==> src/rtl/adc_3wire_slave.sv <==
// adc_3wire_slave
// Three-wire (clock / strobe / data) configuration slave with eight 16-bit
// registers. A frame is 20 bits, MSB first, framed by an active-low strobe:
// [19:17] address, [16:1] data, [0] commit bit (value ignored).
//
// Ports:
//   clk, rst_n          system clock, asynchronous active-low reset
//   ctrl_clk_i          serial clock from the config master
//   ctrl_strb_i         serial strobe, active low
//   ctrl_data_i         serial data, MSB first
//   rd_addr_i/rd_data_o registered register read port (write bypass)
//   wr_valid_o          one-cycle pulse per committed write
//   wr_addr_o/wr_data_o address/data of the last committed write
//   frame_active_o      high while a frame is being shifted in
//   frame_err_o         one-cycle pulse per discarded frame
//   err_count_o         discarded-frame counter (saturating)
//
// Optional feature: define ADC3W_ERR_CNT_EN to build the discarded-frame
// counter; otherwise err_count_o is tied to zero.
module adc_3wire_slave #(
    parameter int          SYNC_STAGES = 2,
    parameter logic [15:0] REG_RST     = 16'h0000
) (
    input  logic        clk,
    input  logic        rst_n,
    input  logic        ctrl_clk_i,
    input  logic        ctrl_strb_i,
    input  logic        ctrl_data_i,
    input  logic [2:0]  rd_addr_i,
    output logic [15:0] rd_data_o,
    output logic        wr_valid_o,
    output logic [2:0]  wr_addr_o,
    output logic [15:0] wr_data_o,
    output logic        frame_active_o,
    output logic        frame_err_o,
    output logic [7:0]  err_count_o
);

    localparam int LAST = SYNC_STAGES - 1;

    typedef enum logic [1:0] {IDLE, SHIFT, COMMIT} state_t;

    logic [SYNC_STAGES-1:0] sclk_sync;
    logic [SYNC_STAGES-1:0] strb_sync;
    logic [SYNC_STAGES-1:0] data_sync;
    logic [SYNC_STAGES:0]   fill;
    logic                   sclk_s, strb_s, data_s;
    logic                   sclk_d, strb_d;
    logic                   armed;
    logic                   sclk_rise_r, strb_fall_r, strb_rise_r, data_r;

    state_t      state;
    logic [4:0]  bit_cnt;
    logic [19:0] shreg;
    logic [15:0] regs [8];

    // ---- stage 0: input synchronizers ----
    always_ff @(posedge clk or negedge rst_n) begin
        if (!rst_n) begin
            sclk_sync <= '0;
            strb_sync <= '1;
            data_sync <= '0;
            fill      <= '0;
        end else begin
            sclk_sync <= {sclk_sync[SYNC_STAGES-2:0], ctrl_clk_i};
            strb_sync <= {strb_sync[SYNC_STAGES-2:0], ctrl_strb_i};
            data_sync <= {data_sync[SYNC_STAGES-2:0], ctrl_data_i};
            fill      <= {fill[SYNC_STAGES-1:0], 1'b1};
        end
    end

    assign sclk_s = sclk_sync[LAST];
    assign strb_s = strb_sync[LAST];
    assign data_s = data_sync[LAST];

    // Strobe edges are only trusted once both the synchronized value and its
    // delayed copy come from samples taken after reset; otherwise a strobe
    // that was already low at reset release would look like a falling edge.
    assign armed = fill[SYNC_STAGES];

    // ---- stage 1: registered edge detection ----
    always_ff @(posedge clk or negedge rst_n) begin
        if (!rst_n) begin
            sclk_d      <= 1'b0;
            strb_d      <= 1'b1;
            sclk_rise_r <= 1'b0;
            strb_fall_r <= 1'b0;
            strb_rise_r <= 1'b0;
            data_r      <= 1'b0;
        end else begin
            sclk_d      <= sclk_s;
            strb_d      <= strb_s;
            sclk_rise_r <= sclk_s & ~sclk_d;
            strb_fall_r <= armed & strb_d & ~strb_s;
            strb_rise_r <= armed & ~strb_d & strb_s;
            data_r      <= data_s;
        end
    end

    // ---- stage 2: frame FSM, register file and read port ----
    always_ff @(posedge clk or negedge rst_n) begin
        if (!rst_n) begin
            state       <= IDLE;
            bit_cnt     <= '0;
            shreg       <= '0;
            wr_valid_o  <= 1'b0;
            wr_addr_o   <= '0;
            wr_data_o   <= '0;
            frame_err_o <= 1'b0;
            rd_data_o   <= REG_RST;
            for (int i = 0; i < 8; i++) regs[i] <= REG_RST;
        end else begin
            wr_valid_o  <= 1'b0;
            frame_err_o <= 1'b0;
            rd_data_o   <= regs[rd_addr_i];
            case (state)
                IDLE: begin
                    if (strb_fall_r) begin
                        state   <= SHIFT;
                        bit_cnt <= '0;
                        shreg   <= '0;
                    end
                end
                SHIFT: begin
                    // Strobe rise wins over a coincident clock rise.
                    if (strb_rise_r) begin
                        if (bit_cnt == 5'd20) begin
                            state <= COMMIT;
                        end else begin
                            state       <= IDLE;
                            frame_err_o <= 1'b1;
                        end
                    end else if (sclk_rise_r) begin
                        shreg <= {shreg[18:0], data_r};
                        if (bit_cnt != 5'd31) bit_cnt <= bit_cnt + 5'd1;
                    end
                end
                COMMIT: begin
                    regs[shreg[19:17]] <= shreg[16:1];
                    wr_valid_o         <= 1'b1;
                    wr_addr_o          <= shreg[19:17];
                    wr_data_o          <= shreg[16:1];
                    if (rd_addr_i == shreg[19:17]) rd_data_o <= shreg[16:1];
                    // A new frame may start immediately after the previous one.
                    if (strb_fall_r) begin
                        state   <= SHIFT;
                        bit_cnt <= '0;
                        shreg   <= '0;
                    end else begin
                        state <= IDLE;
                    end
                end
                default: state <= IDLE;
            endcase
        end
    end

    assign frame_active_o = (state == SHIFT);

`ifdef ADC3W_ERR_CNT_EN
    logic [7:0] err_cnt;

    always_ff @(posedge clk or negedge rst_n) begin
        if (!rst_n) begin
            err_cnt <= '0;
        end else if (frame_err_o && err_cnt != 8'hFF) begin
            err_cnt <= err_cnt + 8'd1;
        end
    end

    assign err_count_o = err_cnt;
`else
    assign err_count_o = 8'h00;
`endif

endmodule

==> config.mk <==
export PLATFORM = sky130hd
export DESIGN_NAME = adc_3wire_slave
export DESIGN_NICKNAME = d
export VERILOG_FILES = /design/src/rtl/adc_3wire_slave.sv
export SDC_FILE = /design/constraint.sdc
export NUM_CORES = 1
export LEC_CHECK = 0
export BUFFER_PORTS_ARGS = -buffer_cell sky130_fd_sc_hd__clkbuf_2
export CAP_MARGIN = 25
export CORE_UTILIZATION = 40
export CTS_CLUSTER_DIAMETER = 50
export DETAILED_ROUTE_END_ITERATION = 10
export PLACE_DENSITY = 0.63
export SETUP_SLACK_MARGIN = 0.2
export SLEW_MARGIN = 20
export SYNTH_ARGS = -nofsm -noshare
export SYNTH_HDL_FRONTEND = slang
export SYNTH_SLANG_ARGS = --single-unit
==> constraint.sdc <==
create_clock -name clk -period 3.6 [get_ports clk]
set_input_delay 0.36 -clock clk [delete_from_list [all_inputs] [get_ports clk]]
set_output_delay 0.36 -clock clk [all_outputs]
set_load 0.03 [all_outputs]
==> Word level (Yosys, flattened, before mapping) <==
Index checks and enable logic that the tools add are counted.
{ "word_totals": {"register_bits": 207, "output_inout_bits": 46, "elab_cells": 84} }
{ "op_classes": {"n_addsub": 1, "order_cmp": 3, "n_eq_ne": 11, "n_mux": 26, "bitwise_logic": 10, "reduce_logical": 7} }
{ "op_table": {"columns": ["operator", "count"], "rows": [
  ["$bwmux 128", 1],
  ["$mux 16", 5],
  ["$mux 20", 3],
  ["$bmux 16 s3", 1],
  ["$demux 16 s3", 1],
  ["$pmux 20 s2", 1],
  ["$mux 5", 4],
  ["$pmux 5 s2", 1],
  ["$ge 4x4->1 const B", 2],
  ["$ne 2x1->1 const B", 4],
  ["$not 3->4", 2],
  ["$mux 2", 3],
  ["$pmux 2 s3", 1],
  ["$add 5x1->5 const B", 1],
  ["$and 1x1->1", 5],
  ["$eq 5x5->1 const B", 1],
  ["$mux 1", 5],
  ["$ne 5x5->1 const B", 1],
  ["$reduce_and 5->1", 1],
  ["$lt 4x1->1 const B", 1],
  ["$ne 2x2->1 const B", 2],
  ["$reduce_and 4->1", 1],
  ["$eq 3x3->1", 1],
  ["$not 1->1", 3],
  ["7 further kinds", 7]
]} }

==> Depth between registers and ports, before layout <==
{ "depth": {"depth_word": 6, "ltp_mapped": 6} }

==> Worst setup path before layout <==
OpenSTA, ideal clock, no wires.
{ "synth_timing": {"path_kind": "input -> register", "start": "input port rd_addr_i[1]", "end": "register rd_data_o[0]", "setup_ns": 0.125, "arrival_ns": 1.757, "t_required_ns": 3.475, "slack_ns": 1.718, "stages": 5, "path_buffers": 2, "cell_sequence": "clkbuf_1 -> clkbuf_1 -> mux4_2 -> mux2_2 -> mux2_2"} }
{ "synth_via": {"elab_chain_cells": 6} }
{ "synth_rtl": {"columns": ["element", "line_no", "source"], "rows": [
  ["start, declared", "29", "input logic [2:0] rd_addr_i,"],
  ["$not 3->4 (implied by the code)", "115", "rd_data_o <= regs[rd_addr_i];"],
  ["$bmux 16 s3", "115", null],
  ["$mux 16 (implied by the code) (2 in series)", "115", null],
  ["$mux 16", "143", "if (rd_addr_i == shreg[19:17]) rd_data_o <= shreg[16:1];"],
  ["$mux 16 (*)", "116", "case (state)"],
  ["end signal, assigned", "115", null],
  ["end signal, assigned", "143", null],
  ["end, declared", "30", "output logic [15:0] rd_data_o,"]
]} }
Mark *: on every way between the ends. The rest lies on a longest branch, timed or not. The select of a mux whose other input is x is not followed.
A chain may end at the register's enable or synchronous reset.

==> Worst setup path in the final report <==
{ "layout_timing": {"start": "register state[0]", "end": "register regs[127] (netlist bit)"} }
{ "layout_via": {"elab_chain_cells": 1} }
{ "layout_rtl": {"columns": ["element", "line_no", "source"], "rows": [
  ["start, declared", "52", "state_t state;"],
  ["start signal, assigned", "103", "state <= IDLE;"],
  ["start signal, assigned", "119", "state <= SHIFT;"],
  ["start signal, assigned", "128", "state <= COMMIT;"],
  ["$eq 2x2->1", "116", null],
  ["end signal, assigned by index", "139", "regs[shreg[19:17]] <= shreg[16:1];"],
  ["end, declared", "55", "logic [15:0] regs [8];"]
]} }
No other way between the ends.

==> run_results.csv <==
group,metric,value,unit
run_status,status,"completed",
final_layout,n_antenna_cell,0,
floorplan,core-area,21900,um^2
hold_path,whs_endpoint,"fill[2]",
power,power-per-cell-area,498,nW/um^2
floorplan,initial_core_util,41.0,%
hold_path,min_path_cells,0,
timing,max_freq,0.431,GHz
timing,skew,0.00796,ns
critical_path,path_cells,"nand2b_4 -> or4_1 -> mux2_2",
synth,ys_types,38,
timing,rsz0062_at_grt,"false",
clocking,cts.sinks,207,
synth,avgSynthCellArea,14.2,um^2
synth,synth_flop_cell,"dfrtp_1",
floorplan,chipHeight,152,um
synth,netlist_area,8980,um^2
power,peakVddDrop,341,uV
synth,ys_async_sr_fraction,100,%
clocking,cts-root-buf,"clkbuf_16",
timing,relSlewSlack,29.8,%
grt,antenna_found_initial,0,
routing,viasPerCell,5.28,
floorplan,die_area,23100,um^2
timing,worstMarginPinSlew,1.05,ns
placed_design,numPortBuffers,45,
critical_path,startpoint,"state[0]",
critical_path,rrSetupSlack,1.28,ns
clocking,htreeDepth,1,
final_layout,final_common_cell,"dfrtp_1",
routing,wl,19500,um
clocking,cts_resized,0,
routing,vias,5106,
clocking,cts_tree,"yes",
placed_design,dp_hpwl,11700,um
placed_design,dp_cells,921,
synth,yosysWarningCount,0,
timing,finalHoldViolCount,0,
placed_design,routabilityCongestion,0.732,
clocking,cts_buffers,23,
critical_path,critPathMaxStageDelay,0.96,ns
routing,ant_nets,0,
synth,yosys_register_bits,207,
final_layout,stdcell_count,967,
timing,period_share,64.5,%
job,maxCapViolCount,0,
floorplan,num_rows,54,
final_layout,syn_to_final_growth,14.6,%
final_layout,fillers,1923,
routing,drtIter0Drc,250,
power,power.leakage,5.24,nW
floorplan,dieWidth,152,um
final_layout,fin_nets,683,
hold_path,hold_start,"fill[1]",
grt,grt_pass1_vias,5482,
critical_path,crit_slowest_cell,"or4_1",
final_layout,drive_gt1_share,43.4,%
routing,firstDrtPassIters,4,
critical_path,worstSetupPathType,"flop to flop",
timing,slew_viol_final,0,
grt,grt_pass1_wl,32000,um
synth,ys_seq_area_share,57.7,%
critical_path,r2r_end,"regs[127]",
synth,syn_inst,634,
routing,drt-wirelength-per-cell,20.2,um
final_layout,layout_common_cells,"dfrtp_1 (204), mux2_2 (139), nand2_1 (101), clkbuf_2 (44), mux4_2 (31)",
clocking,clk_pin_slew,0.06,ns
critical_path,crit-reg2reg-launch,"state[0]",
timing,fin_setup_tns,0,ns
clocking,clock_path_buffers,3,
grt,grt_overflow_total,0,
floorplan,pin_count,54,
grt,grt_max_degree,103,
clocking,clock_latency,0.50,ns
grt,grt_usage,17.5,%
critical_path,worstRegToRegCells,3,
hold_path,hp-class,"flop to flop",
critical_path,crit_fanout,24,
critical_path,start_kind,"flop",
critical_path,end_kind,"flop",
timing,period_needed,2.32,ns
synth,synth_edf_count,0,
timing,final-setup-viol-count,0,
critical_path,critPathRequiredTime,3.97,ns
critical_path,arrival,2.69,ns
routing,drc,0,
## routing by layer
layer	global-route usage (%)	routed length, um	vias to the layer above
met3	2.74	713	25
met5	0	0	-
met2	28.7	9560	115
met1	24.6	8970	2696
li1	-	-	2270
met4	3.57	267	0
## cells by family after synthesis
kind of cell / share of synthesized area, %
compound gates: 0.850
xor+xnor: 0.293
fa+ha+maj: 0.418
buf+inv: 4.26
flops: 57.7
mux: 29.0
other cells: 0.0836
simple gates: 7.40
## how the worst max path moves through the flow
| stage | to | slack (ns) | depth (start not counted) |
|---|---|---|---|
| after detailed placement | rd_data_o[12] | 1.20 | 5 |
| after CTS | regs[90] | 1.27 | 3 |
| after floorplan | rd_data_o[0] | 1.72 | 5 |
| final | regs[127] | 1.28 | 3 |
| after global routing | regs[90] | 1.19 | 3 |
| after global placement | rd_data_o[7] | 1.27 | 5 |
## state kept, by name (all words and copies together) (netlist names), 2 cells and up
signal     cells
regs         128
shreg         20
rd_data_o     16
wr_data_o     16
bit_cnt        5
fill           3
wr_addr_o      3
data_sync      2
sclk_sync      2
state          2
strb_sync      2
## synth_stat cells (all sizes together), types with 2 or more instances
| master | number | area, um^2 |
|---|---|---|
| o211ai | 2 | 15.0 |
| nor3b | 2 | 25.0 |
| nand3 | 21 | 105 |
| or4b | 2 | 23.8 |
| o311ai | 2 | 17.5 |
| nand2 | 101 | 379 |
| nand4 | 2 | 12.5 |
| nand2b | 4 | 32.5 |
| dfstp | 3 | 78.8 |
| o31ai | 2 | 15.0 |
| clkbuf | 33 | 124 |
| nor2b | 2 | 12.5 |
| o21ai | 4 | 20.0 |
| mux4 | 32 | 724 |
| dfrtp | 204 | 5100 |
| conb | 2 | 7.51 |
| nor2 | 4 | 15.0 |
| ha | 3 | 37.5 |
| mux2 | 160 | 1880 |
| inv | 9 | 33.8 |
| xnor2 | 3 | 26.3 |
| buf | 29 | 225 |
## stage by stage
stage / setup slack, ns / utilization, % / hold WS [ns] / area [um^2] / total power, mW
final: 1.28 / 47.0 / 0.346 / 10300 / 5.12
after global routing: 1.19 / 47.0 / 0.358 / 10300 / 5.31
after CTS: 1.27 / 46.7 / 0.348 / 10200 / 5.18
after detailed placement: 1.20 / 42.9 / 0.335 / 9380 / 2.67
after global placement: 1.27 / 42.9 / 0.333 / 9380 / 2.65
after floorplan: 1.72 / - / 0.0644 / 9010 / 2.57
## worst max-delay path, delay by kind of cell (launching register included)
kind,cells,cell delay [ns]
simple gates,2,1.28
mux,1,0.47
flops,1,0.44
## layout make-up
cell class	instances	area (um^2)	area share, %
Tap cell	280	350	3.41
Clock inverter	8	168	1.63
Timing Repair Buffer	68	457	4.44
Inverter	9	33.8	0.328
Multi-Input combinational cell	363	3460	33.6
Clock buffer	32	639	6.21
Sequential cell	207	5180	50.4
## where the power goes
part / internal, mW / leakage, nW / switching (mW) / total (mW)
clock: 1.59 / 0.391 / 0.903 / 2.49
sequential: 2.36 / 2.85 / 0.0597 / 2.42
combinational: 0.0670 / 2.00 / 0.139 / 0.206
## timing repair
action,4_1_cts,5_1_grt
hold endpoints to repair,11,0
hold buffers,4,0
setup buffers,0,0
endpoints found under the setup margin,0,0
No activity file was read; power rests on OpenSTA's default activity.
